===== config.mk =====
export PLATFORM = sky130hd
export DESIGN_NAME = freq_generator
export DESIGN_NICKNAME = d
export VERILOG_FILES = /design/src/rtl/freq_generator.sv
export SDC_FILE = /design/constraint.sdc
export NUM_CORES = 1
export LEC_CHECK = 0
export ABC_AREA = 1
export BUFFER_PORTS_ARGS = -buffer_cell sky130_fd_sc_hd__buf_2
export CAP_MARGIN = 40
export CORE_ASPECT_RATIO = 1.75
export CORE_MARGIN = 2
export CORE_UTILIZATION = 40
export DETAILED_ROUTE_END_ITERATION = 8
export GPL_TIMING_DRIVEN = 0
export SYNTH_ARGS = -nofsm -noshare
export SYNTH_HDL_FRONTEND = slang
export SYNTH_SLANG_ARGS = --single-unit

===== constraint.sdc =====
create_clock -name CLK -period 8 [get_ports CLK]
set_input_delay 0.4 -clock CLK [delete_from_list [all_inputs] [get_ports CLK]]
set_output_delay 0.4 -clock CLK [all_outputs]
set_load 0.01 [all_outputs]

===== src/rtl/freq_generator.sv =====
// freq_generator: square-wave synthesiser driven by a fractional accumulator, with a
// strobe/busy frequency-load handshake. Define FREQ_GEN_RISE_EN to enable the rise strobe.
module freq_generator #(
  parameter int unsigned CLK_HZ = 100_000_000,
  parameter int unsigned FREQ_W = 16,
  parameter int unsigned ACC_W  = 28
) (
  input  logic              CLK,
  input  logic              RST_N,
  input  logic              en,
  input  logic [FREQ_W-1:0] freq_hz,
  input  logic              load,
  output logic              busy,
  output logic [FREQ_W-1:0] active_freq,
  output logic              OUT,
  output logic              rise
);

  typedef enum logic [1:0] {
    S_IDLE  = 2'd0,
    S_RUN   = 2'd1,
    S_DRAIN = 2'd2
  } state_e;

  localparam logic [ACC_W-1:0] CLK_LIM = ACC_W'(CLK_HZ);
  localparam logic [ACC_W-1:0] HALF_HZ = ACC_W'(CLK_HZ / 32'd2);

  // Requests above Nyquist are pinned to one toggle per clock.
  function automatic logic [FREQ_W-1:0] clamp_freq(input logic [FREQ_W-1:0] f);
    logic [ACC_W-1:0] f_ext;
    f_ext = ACC_W'(f);
    if (f_ext > HALF_HZ) begin
      clamp_freq = FREQ_W'(HALF_HZ);
    end else begin
      clamp_freq = f;
    end
  endfunction

  state_e            state_q, state_d;
  logic [ACC_W-1:0]  acc_q, acc_d;
  logic              out_q, out_d;
  logic [FREQ_W-1:0] active_q, active_d;
  logic [FREQ_W-1:0] pend_q, pend_d;
  logic              busy_q, busy_d;

  logic [ACC_W-1:0]  sum;
  logic              running;
  logic              toggle;
  logic              out_nxt;
  logic              rise_edge;
  logic              act_zero;
  logic              accept;
  logic              apply;

  always_comb begin
    running   = (state_q == S_RUN) || (state_q == S_DRAIN);
    sum       = acc_q + (ACC_W'(active_q) << 1);
    toggle    = running && (sum >= CLK_LIM);
    out_nxt   = toggle ? ~out_q : out_q;
    rise_edge = toggle && !out_q;
    act_zero  = (active_q == {FREQ_W{1'b0}});
    accept    = load && !busy_q;
    // A pending word lands immediately when idle, otherwise only at a rising edge.
    apply     = busy_q && ((state_q == S_IDLE) || act_zero || rise_edge);
  end

  always_ff @(posedge CLK or negedge RST_N) begin
    if (!RST_N) begin
      state_q <= S_IDLE;
    end else begin
      state_q <= state_d;
    end
  end

  // The state rules look at the post-toggle level, so a falling edge ends a drain at once.
  always_comb begin
    state_d = state_q;
    case (state_q)
      S_IDLE: begin
        if (en && !act_zero) begin
          state_d = S_RUN;
        end else begin
          state_d = S_IDLE;
        end
      end
      S_RUN: begin
        if (act_zero) begin
          state_d = S_IDLE;
        end else if (!en) begin
          state_d = out_nxt ? S_DRAIN : S_IDLE;
        end else begin
          state_d = S_RUN;
        end
      end
      S_DRAIN: begin
        if (act_zero) begin
          state_d = S_IDLE;
        end else if (en) begin
          state_d = S_RUN;
        end else if (!out_nxt) begin
          state_d = S_IDLE;
        end else begin
          state_d = S_DRAIN;
        end
      end
      default: begin
        state_d = S_IDLE;
      end
    endcase
  end

  always_comb begin
    if (apply || (state_d == S_IDLE) || !running) begin
      acc_d = {ACC_W{1'b0}};
    end else if (toggle) begin
      acc_d = sum - CLK_LIM;
    end else begin
      acc_d = sum;
    end

    if (!running || act_zero) begin
      out_d = 1'b0;
    end else begin
      out_d = out_nxt;
    end

    active_d = apply ? pend_q : active_q;
    pend_d   = accept ? clamp_freq(freq_hz) : pend_q;

    if (accept) begin
      busy_d = 1'b1;
    end else if (apply) begin
      busy_d = 1'b0;
    end else begin
      busy_d = busy_q;
    end
  end

  always_ff @(posedge CLK or negedge RST_N) begin
    if (!RST_N) begin
      acc_q    <= {ACC_W{1'b0}};
      out_q    <= 1'b0;
      active_q <= {FREQ_W{1'b0}};
      pend_q   <= {FREQ_W{1'b0}};
      busy_q   <= 1'b0;
    end else begin
      acc_q    <= acc_d;
      out_q    <= out_d;
      active_q <= active_d;
      pend_q   <= pend_d;
      busy_q   <= busy_d;
    end
  end

`ifdef FREQ_GEN_RISE_EN
  logic rise_q;

  // Strobe is high during the first cycle of every high phase.
  always_ff @(posedge CLK or negedge RST_N) begin
    if (!RST_N) begin
      rise_q <= 1'b0;
    end else begin
      rise_q <= rise_edge;
    end
  end

  assign rise = rise_q;
`else
  assign rise = 1'b0;
`endif

  assign busy        = busy_q;
  assign active_freq = active_q;
  assign OUT         = out_q;

endmodule


After elaboration in Yosys (flattened, before gate mapping)
Cells that the tools add are included.
Word-level totals
  word-level logic and storage cells: 43
  output and inout bits: 19
  flip-flop bits (word level): 64
Operators by class
  reduce and logical (&&, ||, !) cells: 20
  bitwise gates (word level): 1
  multiplexer cells: 11
  equal/unequal tests: 2
  magnitude comparators: 1
  add/subtract/negate cells: 2
Operators by type and width (number)
  28-bit 2-to-1 mux: 2
  28-bit by 17-bit adder with 28-bit output: 1
  28-bit by 27-bit >= comparator with 1-bit output (second input constant): 1
  28-bit by 27-bit subtractor with 28-bit output (second input constant): 1
  16-bit logical NOT: 1
  1-bit logical OR: 6
  2-bit 2-to-1 mux: 3
  1-bit logical AND: 5
  1-bit 2-to-1 mux: 5
  1-bit logical NOT: 4
  2-bit logical NOT: 2
  2-bit one-hot mux with 2 select lines: 1
  2-bit by 1-bit equality test with 1-bit output (second input constant): 1
  2-bit equality test (second input constant): 1
  2-bit nonzero test: 1
  2-bit OR reduction: 1
  1-bit NOT: 1

Longest topological paths before layout
Gate-level depths: netlist of the first run.
  depth in word-level cells: 12
  depth in mapped cells: 33
  gate-level depth less buffers: 31

Least setup slack after synthesis of the first run
OpenSTA, ideal clock, no wires.
  path kind: register to register
  from: register active_q[0], in the netlist active_freq[0]
  to: register acc_q[11]
  arrival: 3.843 ns
  setup slack: 4.086 ns
  cell stages (with the launch flop): 30
  required time: 7.929 ns
  period minus slack after synthesis: 3.914 ns
  path buffers: 1
  cell sequence: dfrtp_1 > ha_1 > fa_1 > nand2_1 > nand2_1 > nand3_1 > nand2_2 > xor2_1 > ha_1 > nand3_1 > nor2_1 > nand2_1 > nor2_1 > inv_1 > nor2_1 > nand2_1 > nor2_1 > nor2_1 > nand2_1 > nand2_1 > nor2_2 > ha_1 > nor2_1 > nand2_1 > nand2_1 > nand3_1 > inv_1 > buf_2 > nand2_1 > nor2_1
Between the ends
  longest elaborated chain between the ends: 12
Ends and longest elaborated chain
  from (decl): RTL line 42  | logic [FREQ_W-1:0] active_q, active_d;
  from (signal assigned): RTL line 143  | active_q <= {FREQ_W{1'b0}};
  from (signal assigned): RTL line 149  | active_q <= active_d;
  28-bit by 17-bit adder with 28-bit output: RTL line 57  | sum = acc_q + (ACC_W'(active_q) << 1);
  28-bit by 27-bit >= comparator with 1-bit output: RTL line 58  | toggle = running && (sum >= CLK_LIM);
  1-bit logical AND: RTL line 58
  1-bit 2-to-1 mux: RTL line 59  | out_nxt = toggle ? ~out_q : out_q;
  2-bit 2-to-1 mux: RTL line 90, 100
  2-bit 2-to-1 mux: RTL line 98  | end else if (en) begin
  2-bit 2-to-1 mux: RTL line 87  | if (act_zero) begin
  2-bit one-hot mux with 2 select lines: RTL line 78  | case (state_q)
  2-bit logical NOT: RTL line 113  | if (apply || (state_d == S_IDLE) || !running) begin
  1-bit logical OR (2 in series): RTL line 113
  28-bit 2-to-1 mux *: RTL line 113
  named net acc_d[11]: RTL line 40  | logic [ACC_W-1:0] acc_q, acc_d;
  to (signal assigned): RTL line 141  | acc_q <= {ACC_W{1'b0}};
  to (decl): RTL line 40
Mark *: on every way through the listed nets, which the timed path passes. The rest lies on a longest branch.
A chain may end at the register's enable or synchronous reset.

Worst setup path after layout of the first run
  from: register active_q[0], in the netlist active_freq[0]
  to: register acc_q[26]
Same word-level chain as after synthesis.

==> flow_summary.json, run 1 <==
{
  "required_ps": 8240,
  "antenna_cells": 0,
  "synth.most_common_cell": "nand2_1",
  "cpMaxStageDelayCell": "fa_1",
  "reg2reg_from": "active_freq[0]",
  "postLayoutCellArea_um2": 5680,
  "p_per_area_nw_per_um2": 245,
  "cpMostUsedCell": "nand2_1",
  "drv_cap": 0,
  "p_int_uw": 830,
  "via_per_inst": 5.00,
  "post_cts_resized": 0,
  "switchingPower_uw": 564,
  "final-setup-viol-count": 0,
  "synth_top_cell_by_area": "dfrtp_1",
  "cts_buffer_depth": 2,
  "layout-drive-gt1-share": 0.146,
  "grt_max_degree": 64,
  "die-area_um2": 13300,
  "critPathCaptureType": "flip-flop",
  "antenna_found_initial": 0,
  "syn_nets": 829,
  "die_w_um": 88.1,
  "drcViolationCount": 0,
  "synth_area_leaders": "dfrtp_1 (32%), nand2_1 (23%), inv_1 (7.6%)",
  "cts_tree": "yes",
  "synthDistinctLibCells": 34,
  "fin_worst_skew_ps": 11.2,
  "fp.dieH_um": 151,
  "grt.total_usage": 0.242,
  "synth-edff-count": 0,
  "synthArstFlopShare": 1.00,
  "drt_iter0_markers": 240,
  "ys_top_cells_by_count": "nand2_1 (302), inv_1 (100), nor2_1 (97)",
  "grt_overflow": 0,
  "r2r-end": "acc_q[26]",
  "first_pass_iters": 5,
  "comb_power_share": 0.378,
  "min_period_over_period": 0.689,
  "ios": 39,
  "slew_headroom": 0.447,
  "gp_congestion": 0.915,
  "grt_pass1_vias": 4851,
  "clock_power_share": 0.318,
  "final_nets": 877,
  "reg2reg_slack_ps": 2490,
  "worstRegToRegCells": 29,
  "clk_pin_slew_ps": 60,
  "ys_ff_latch": 63,
  "worstPathArrival_ps": 5750,
  "max_clock_freq_mhz": 182,
  "drv_slew": 0,
  "max_stage_delay_ps": 480,
  "leakagePower_uw": 0.00311,
  "drtAntennaViolNets": 0,
  "hold_viol": 0,
  "synthToLayoutAreaGrowth_pct": 14.7,
  "synth-main-ff-cell": "dfrtp_1",
  "p_sw_frac": 0.405,
  "min_period_ps": 5510,
  "routedWlPerCell_um": 15.1,
  "tns_ps": 0,
  "syn_area_per_cell_um2": 6.30,
  "initial_core_util": 0.411,
  "place_area_um2": 5350,
  "wirelength_um": 15200,
  "synth-seq-area-share": 0.318,
  "crit_fanout": 10,
  "dp_hpwl_um": 12300,
  "cp-start-kind": "flip-flop",
  "pre_cts_slack_ps": 2510,
  "cts_hold_buf": 0,
  "port_buffers": 37,
  "cts.sinks": 63,
  "synth_top_area_frac": 0.318,
  "tightestPinTransition_ps": 829,
  "crit_type": "reg -> reg",
  "post_cts.repair.setup_buffers": 0,
  "vdd_drop_max_mv": 0.146,
  "rows": 53,
  "syn_area_um2": 4960,
  "netlist_instances": 787,
  "rsz0062_at_grt": "no",
  "root_buffer": "clkbuf_16",
  "total_power_uw": 1390,
  "vias": 5029,
  "worst_slack_ps": 2490,
  "seqPwrFrac": 0.305,
  "cts_buffers": 9,
  "yosys_warnings": 0,
  "min_path_type": "in -> async",
  "grt_pass1_wl_um": 24000,
  "core-area_um2": 12100,
  "cts.htree.levels": 3,
  "clk_latency_ps": 350,
  "status": "finished, final reports clean"
}
==> cell usage in the layout (no fill, tap or decap), types with 10 or more instances in the layout <==
cell | netlist | final
mux2_2 | 10 | 10
nand3_1 | 47 | 47
dfrtp_1 | 63 | 63
buf_2 | 4 | 40
a21oi_1 | 22 | 22
inv_1 | 100 | 100
nor2_1 | 97 | 97
nand2_1 | 302 | 302
ha_1 | 21 | 21
nand4_1 | 16 | 16
inv_2 | 11 | 11
nand2_2 | 21 | 21
==> power by group through the flow <==
stage	clock network [uW]	logic [uW]	registers (uW)
after floorplan	0	353	429
after global placement	0	515	429
after detailed placement	0	522	430
after CTS	451	526	425
after global routing	462	590	433
final	442	526	425
==> layout make-up <==
cell class / instances / area (um2)
plain buffers: 11 / 57.6
fillers: 1298 / 6390
clock inverters: 6 / 93.8
multi-input cells: 600 / 2900
inverters: 113 / 424
flip-flops and latches: 63 / 1580
repair buffers: 37 / 188
clock buffers: 10 / 239
well taps: 165 / 206
==> cells by family (layout without fill, tap and decap cells) <==
logic type,Yosys count,in the layout,synth area share
simple gates,522,522,0.454
buf+inv,124,177,0.0972
flops,63,63,0.318
compound gates,41,41,0.0434
fa+ha+maj,22,22,0.0571
mux,10,10,0.0227
xor+xnor,4,4,0.00707
other cells,1,1,0.000757
==> per-stage QoR <==
step	instances	hold WS (ps)	util
finish	1005	128	0.471
global route	1005	224	0.471
CTS	1005	190	0.471
detailed placement	989	451	0.443
global placement	989	445	0.443
floorplan	787	104	-
==> worst max path at each step <==
stage                    from         to  slack, ps  cells after the start
2_1_floorplan  active_freq[0]  acc_q[11]       4090                     29
3_3_place_gp   active_freq[0]  acc_q[26]       2520                     29
3_5_place_dp   active_freq[0]  acc_q[20]       2510                     29
4_1_cts        active_freq[0]  acc_q[20]       2510                     29
5_1_grt        active_freq[0]  acc_q[26]       2170                     29
6_report       active_freq[0]  acc_q[26]       2490                     29
==> state kept, by name, indices dropped and copies added, names as in the netlist <==
| signal | flops |
|---|---|
| active_freq | 16 |
| OUT | 1 |
| state_q | 2 |
| pend_q | 16 |
| acc_q | 27 |
| busy | 1 |
==> layer usage <==
layer  track usage  share of wire  vias up
met5             0              0        -
met4         0.201          0.093        0
met3        0.0381          0.035       69
met2         0.428           0.52      161
met1         0.242           0.35     2250
li1              -              -     2549
==> critical path, delay by kind of cell, from the launching register on <==
kind | cells | cell delay, ps
AND/OR/NAND/NOR | 21 | 2650
adder cells (fa/ha/maj) | 4 | 1360
buffers and inverters | 3 | 660
flip-flops | 1 | 410
XOR/XNOR | 1 | 320
Power figures use the tool's default switching activity.
==> inputs of run 2 (changes only) <==
==> constraint.sdc (replaced) <==
create_clock -name CLK -period 5.14 [get_ports CLK]
set_input_delay 0.257 -clock CLK [delete_from_list [all_inputs] [get_ports CLK]]
set_output_delay 0.257 -clock CLK [all_outputs]
set_load 0.01 [all_outputs]
==> run 2 against run 1 <==
The flow now finishes with violations (negative hold slack). Utilization grew 0.34 points. Register-to-register slack got worse by 2200 ps. Critical endpoint unchanged. Setup slack got worse by 2200 ps. Die area stayed put. Clock power grew 56%. Total power increased by 56%. Non-clock buffer count increased by 2. Combinational power is 57% higher.
==> flow_summary.json, run 2 (synthesized netlist as in run 1, its figures left out) <==
{
  "place_area_um2": 5350,
  "regArea_um2": 1580,
  "whs_ps": -15.9,
  "dp_hpwl_um": 12300,
  "crit_family": "simple AND/OR/NAND/NOR gates",
  "ios": 39,
  "drtAntennaViolNets": 0,
  "worst_slack_ps": 338,
  "clk_pin_slew_ps": 60,
  "grt_overflow": 0,
  "cp-start-kind": "flip-flop",
  "fin_util": 0.474,
  "drcViolationCount": 0,
  "gp_congestion": 0.915,
  "vdd_drop_max_mv": 0.227,
  "cts.htree.levels": 3,
  "violations": "negative hold slack",
  "antenna_found_initial": 0,
  "drv_slew": 0,
  "layout-drive-gt1-share": 0.156,
  "max_stage_delay_ps": 410,
  "antenna_cells": 0,
  "die_w_um": 88.1,
  "max_clock_freq_mhz": 208,
  "routedWlPerCell_um": 15.1,
  "top_register": "acc_q",
  "postLayoutCellArea_um2": 5720,
  "drv_cap": 0,
  "cpMaxStageDelayCell": "dfrtp_1",
  "root_buffer": "clkbuf_16",
  "grt_pass1_vias": 4853,
  "cp_num_buf_inv": 3,
  "wirelength_um": 15200,
  "nFillCells": 1287,
  "grt.total_usage": 0.242,
  "grt_max_degree": 64,
  "crit_fanout": 10,
  "final_nets": 879,
  "fp.dieH_um": 151,
  "cpMostUsedCell": "nand2_1",
  "cts.sinks": 63,
  "rows": 53,
  "cts_buffer_depth": 2,
  "initial_core_util": 0.411,
  "mostFrequentLayoutCell": "nand2_1",
  "multi_input_comb_area_um2": 2920,
  "grt_pass1_wl_um": 24000,
  "final-setup-viol-count": 0,
  "min_period_over_period": 0.934,
  "core-area_um2": 12100,
  "leakagePower_uw": 0.00312,
  "hold_viol": 8,
  "status": "finished with violations",
  "port_buffers": 37,
  "drt_iter0_markers": 246,
  "min_period_ps": 4800,
  "required_ps": 5380,
  "worstPathArrival_ps": 5040,
  "clk_latency_ps": 350,
  "p_per_area_nw_per_um2": 380,
  "first_pass_iters": 5,
  "vias": 5018,
  "tightestPinTransition_ps": 833,
  "rsz0062_at_grt": "no",
  "pre_cts_slack_ps": -349,
  "synthToLayoutAreaGrowth_pct": 15.5,
  "cts_tree": "yes",
  "slew_headroom": 0.445,
  "via_per_inst": 4.98,
  "cts_buffers": 9,
  "crit_type": "reg -> reg",
  "critPathCaptureType": "flip-flop",
  "die-area_um2": 13300,
  "cts_hold_buf": 0,
  "fin_worst_skew_ps": 10.8,
  "min_path_type": "in -> async",
  "layout_common_cells": "nand2_1 (302), inv_1 (99), nor2_1 (96)",
  "largest_register_ffs": 27
}
-- run 2: timing repair --
item                       in CTS  in global routing
resized for setup               4                  5
buffers inserted                0                  2
setup endpoints to repair      20                 20
pin swaps                       0                  1
-- run 2: final timing paths --
check | start | end | slack, ps | cells past startpoint
max in group asynchronous | RST_N | acc_q[13] | 4570 | 1
min in group CLK | freq_hz[7] | pend_q[7] | 140 | 2
worst max-delay path | active_freq[0] | acc_q[26] | 340 | 29
worst min register to register | pend_q[5] | active_freq[5] | 460 | 2
worst min-delay path | RST_N | acc_q[22] | -20 | 1
worst max register to register | active_freq[0] | acc_q[26] | 340 | 29
-- run 2: through the flow --
step	total power, uW	hold WS [ps]	setup TNS (ps)	std cells
final	2180	-15.9	0	1007
after detailed placement	1480	416	-3310	989
after global placement	1470	445	-2730	989
after CTS	2190	47.5	0	1005
after global routing	2320	80.9	0	1007
after floorplan	1220	-38.6	0	787
-- run 2: routing by layer --
layer,global-route usage,vias up,share of wire
met1,0.242,2258,0.36
met4,0.201,0,0.091
met2,0.428,146,0.52
li1,-,2548,-
met5,0,-,0
met3,0.0381,66,0.031
-- run 2: power by group --
| part | switching [uW] | internal (uW) |
|---|---|---|
| Clock | 250 | 440 |
| Combinational | 551 | 273 |
| Sequential | 80.0 | 580 |
-- run 2: cell type report --
type	count	share of cell area
buffer	11	0.0107
multi-input combinational	600	0.510
tap	165	0.0361
sequential	63	0.275
inverter	113	0.0741
timing repair buffer	39	0.0354
clock inverter	6	0.0164
clock buffer	10	0.0417
